## config.mk

```make
export PLATFORM = sky130hd
export DESIGN_NAME = instr_fetch
export DESIGN_NICKNAME = d
export VERILOG_FILES = /design/src/rtl/instr_fetch.sv
export SDC_FILE = /design/constraint.sdc
export NUM_CORES = 1
export LEC_CHECK = 0
export CORE_ASPECT_RATIO = 0.5
export CORE_MARGIN = 2
export CORE_UTILIZATION = 23
export CTS_CLUSTER_DIAMETER = 120
export CTS_CLUSTER_SIZE = 28
export DETAILED_ROUTE_END_ITERATION = 8
export PLACE_DENSITY = 0.46
export SLEW_MARGIN = 40
export SYNTH_ARGS = -nofsm -noshare
export SYNTH_HDL_FRONTEND = slang
export SYNTH_SLANG_ARGS = --single-unit
```

## constraint.sdc

```tcl
create_clock -name clk -period 4.3 [get_ports clk]
set_input_delay 0.86 -clock clk [delete_from_list [all_inputs] [get_ports clk]]
set_output_delay 0.86 -clock clk [all_outputs]
set_load 0.02 [all_outputs]
```

## src/rtl/instr_fetch.sv

```systemverilog
// Instruction fetch unit: issues word reads to instruction memory, holds the
// fetched word for decode, and handles redirects (write_pc) and halt.
module instr_fetch #(
    parameter int                ADDR_W   = 16,
    parameter logic [ADDR_W-1:0] RESET_PC = '0,
    parameter logic [5:0]        HALT_OP  = 6'b111111
) (
    input  logic              clk,
    input  logic              rst,
    output logic              imem_req,
    output logic [ADDR_W-1:0] imem_addr,
    input  logic [31:0]       imem_rdata,
    input  logic              imem_ack,
    output logic [31:0]       instr,
    output logic [5:0]        opcode,
    output logic [5:0]        fnction,
    output logic              instr_valid,
    input  logic              instr_ready,
    output logic [ADDR_W-1:0] pc_out,
    input  logic              write_pc,
    input  logic [ADDR_W-1:0] target,
    output logic              halted
);

    localparam logic [1:0] S_REQ  = 2'd0;
    localparam logic [1:0] S_DROP = 2'd1;
    localparam logic [1:0] S_HOLD = 2'd2;
    localparam logic [1:0] S_HALT = 2'd3;

    logic [1:0]        state;
    logic [ADDR_W-1:0] pc;
    logic [ADDR_W-1:0] fetch_addr;

    always_ff @(posedge clk) begin
        if (rst) begin
            state      <= S_REQ;
            pc         <= RESET_PC;
            fetch_addr <= RESET_PC;
            pc_out     <= RESET_PC;
            instr      <= '0;
            halted     <= 1'b0;
        end else begin
            case (state)
                S_REQ: begin
                    // A redirect always wins over a completing read
                    if (write_pc) begin
                        pc <= target;
                        if (imem_ack) fetch_addr <= target;
                        else          state      <= S_DROP;
                    end else if (imem_ack) begin
                        instr  <= imem_rdata;
                        pc_out <= fetch_addr;
                        pc     <= fetch_addr + 1'b1;
                        state  <= S_HOLD;
                    end
                end
                S_DROP: begin
                    if (write_pc) pc <= target;
                    if (imem_ack) begin
                        fetch_addr <= write_pc ? target : pc;
                        state      <= S_REQ;
                    end
                end
                S_HOLD: begin
                    if (write_pc) begin
                        pc         <= target;
                        fetch_addr <= target;
                        state      <= S_REQ;
                    end else if (instr_ready) begin
                        if (opcode == HALT_OP) begin
                            halted <= 1'b1;
                            state  <= S_HALT;
                        end else begin
                            fetch_addr <= pc;
                            state      <= S_REQ;
                        end
                    end
                end
                S_HALT: begin
                    if (write_pc) begin
                        pc         <= target;
                        fetch_addr <= target;
                        halted     <= 1'b0;
                        state      <= S_REQ;
                    end
                end
                default: state <= S_REQ;
            endcase
        end
    end

    // The request is suppressed while reset is held so nothing escapes before release
    assign imem_req    = ((state == S_REQ) || (state == S_DROP)) && !rst;
    assign imem_addr   = fetch_addr;
    assign instr_valid = (state == S_HOLD);
    assign opcode      = instr[31:26];
    assign fnction     = instr[5:0];

endmodule

```

==> impl_results.md <==
* Port-buffer cells at 131
* Primary FF master, synth: dfxtp_1
* Crit-path slowest cell: clkdlybuf4s50_1
* Vias per cell at 4.46
* Max_cap viols at 0
* CTS tree: built
* Yosys top cell area share at 42.2%
* Synthesis Warnings at 0
* Largest net degree at the start of global routing at 87
* Worst Path Required at 3.44 ns
* Clock skew at 0.0132 ns
* Worst skew pair latency at 0.34 ns
* Die outline height at 96.5 um
* Setup CP Type: flip-flop to output port
* Final non-filler cell total at 799
* Syn nets at 529
* Final instance area at 0.00556 mm^2
* Leakage power at 1.92 nW
* Dpl hpwl at 7670 um
* RePlAce Congestion at 0.722
* Synth area leaders: dfxtp_1, nand2_1, a21oi_1
* Initial antenna violation count at 0
* Critical Path AT at 1.96 ns
* Cell Area, Placed at 0.00527 mm^2
* Setup violators final at 0
* GRT Residual Overflow at 0
* Status: finished clean
* Crit share post-route at 65.5%
* Clock Sinks at 83
* Ports at 132
* Reg2reg start: state[0]
* Kind of cell adding the most delay to the critical path: buffers and inverters
* Worst-path clk slew at 0.07 ns
* Starting density of the core at 23.8%
* Cell chain of the critical path: inv_1, ha_1, nor2_1, nor2_1, clkdlybuf4s50_1
* Max_slew headroom at 51.2%
* Synth Area in Adders at 1.59%
* Synth area leader: dfxtp_1
* Multi-input logic area at 0.00194 mm^2
* Power, Total at 0.00288 W
* CTS Hold Bufs at 0
* Final worst path period need at 2.82 ns
* R2R cell count at 7
* Antenna viol nets, final at 0
* Synthesized area per cell at 8.35 um^2
* R2R Path End: instr[29]
* Pins Over Slew Limit at 0
* Hold path startpoint: instr[11]
* Most frequent CP cell: nor2_1
* Final WL at 11700 um
* FF+latch count, synth at 83
* Unique masters post-synth at 47
* Flop2flop setup slack at 2.20 ns
* Sequential element share of the synthesized area at 42.2%
* Fmax at 0.355 GHz
* Peak supply drop at 0.000172 V
* Setup TNS at 0 ns
* Die area at 0.0182 mm^2
* CP Launch Type: flip-flop
* EDFF count, synth at 0
* Rows at 33
* Mux cell area share after synthesis at 4.61%
* PwrDens at 519 mW/mm^2
* Area growth from synthesis to layout at 41.2%
* Ratio of cells with drive above 1 in the final layout at 6.29%
* Mapped Cells at 471
* FILL cells at 1725
* # DRC at 0
* Diode count at 0
* RSZ-0062 raised after global routing: false
* Buf/Inv on CP at 2
* Post-cts sizing count at 0
* Synth async-reset ratio at 0%
* Hold depth at 2
* Final hold violations at 0
* Wire length per cell at 14.6 um
* Max stage delay on crit path at 0.60 ns
* Clock buffer depth at 2
* Hold WC Path Type: flip-flop to flip-flop
* Synth Area in Compound Gates at 20.1%
* First-pass GRT wire length at 18400 um
* Vias at 3560
* Synth Area in Simple Gates at 19.9%
* Hold path endpoint: instr[11]
* Root Driver: clkbuf_16
* Worst-Margin Slew at 0.732 ns
* Setup repair bufs after CTS at 0
* CTS Buf Count at 9
* CP Max Fanout at 9
* Detailed Route Iter0 Violations at 149
* Die width at 189 um
* # nets final at 625
* Core box area at 0.0166 mm^2
* Global Route Usage Sum at 13.0%
* CTS H-tree depth at 3
* Largest family of logic cells by synthesized area: compound AO/OA/AOI/OAI gates
* Total area of sequential cells at 0.00166 mm^2
* First-pass iteration count of the detailed router at 4
* Number of global-route vias before repair at 3434
* Post-Syn Area at 0.00394 mm^2
* Post-Synth XOR/XNOR Area at 2.89%
* Crit end category: output port
* Number of placed instances, taps included at 782
==> tightest hold or removal path: stages, from the launching register on <==
cell	delay, ns
dfxtp_1	0.30
nand2_1	0.05
a21oi_1	0.05
==> worst max path at each step <==
stage	start	to	slack [ns]	cells after the start
floorplan	rst	imem_req	1.95	3
detailed placement	write_pc	imem_addr[12]	1.16	6
CTS	state[0]	imem_req	1.47	5
finish	state[0]	imem_req	1.48	5
global route	write_pc	imem_addr[14]	1.36	6
global placement	write_pc	pc[7]	1.09	6
==> cells by family after synthesis <==
| logic type | Yosys count |
|---|---|
| muxes | 18 |
| buffers and inverters | 59 |
| adders and majority gates | 5 |
| DFF | 83 |
| AOI/OAI and AO/OA | 125 |
| xor gates and xnor gates | 13 |
| and+or+nand+nor | 168 |
==> layer usage <==
metal  vias up  wire length [um]  part of all wire (%)  GRT usage (%)
met5         -                 0                     0              0
met4         0               137                   1.2           4.56
met3         8               467                   4.0           3.61
met2        65              5260                    45           20.7
met1      1654              5790                    50           17.0
li1       1833                 -                     -              -
==> area by class of cell <==
class,count,share of cell area (%)
multi-input combinational,329,34.9
tap,227,5.11
clock buffer,9,4.05
timing repair buffer,136,24.6
clock inverter,7,0.900
sequential,83,29.9
inverter,8,0.540
==> where the power goes <==
group,total [W],switching [W],internal (W)
Sequential,0.00107,0.000173,0.000899
Clock,0.000728,0.000333,0.000395
Combinational,0.00108,0.000589,0.000494
Total,0.00288,0.00110,0.00179
==> stage by stage <==
stage	utilization [%]	hold WS (ns)	setup WS [ns]
4_1_cts	33.5	0.457	1.47
2_1_floorplan	-	0.483	1.95
3_5_place_dp	31.8	0.448	1.16
5_1_grt	33.6	0.474	1.36
6_report	33.6	0.451	1.48
3_3_place_gp	31.8	0.442	1.09
==> Yosys cell counts (5+ instances only) <==
cell / number
a21oi_1: 67
a22oi_1: 10
a311oi_1: 17
buf_2: 16
buf_4: 17
clkbuf_1: 13
dfxtp_1: 83
ha_1: 5
inv_1: 8
mux2i_1: 17
nand2_1: 107
nor2_1: 13
nor2b_1: 11
nor3_1: 10
o21ai_0: 10
o22ai_1: 7
xnor2_1: 13
==> state kept, by name (all words and copies together) (netlist names) <==
name,cells
instr,32
imem_addr,16
pc,16
pc_out,16
state,2
halted,1
==> cells in the final DEF, fill, tap and decap left out, types with 3 or more instances in the layout <==
master,Yosys,layout
clkdlybuf4s50_1,0,130
nand2_1,107,107
dfxtp_1,83,83
a21oi_1,67,67
mux2i_1,17,17
a311oi_1,17,17
xnor2_1,13,13
nor2_1,13,12
nor2b_1,11,11
nor3_1,10,10
o21ai_0,10,10
a22oi_1,10,10
clkbuf_16,0,9
inv_1,8,8
o22ai_1,7,7
ha_1,5,5
nand3_1,4,4
nand3b_1,3,3
o2bb2ai_1,3,3
a31oi_1,3,3
nand4_1,3,3
clkinv_2,0,3
Note: power is estimated with default switching activity, not from simulation.
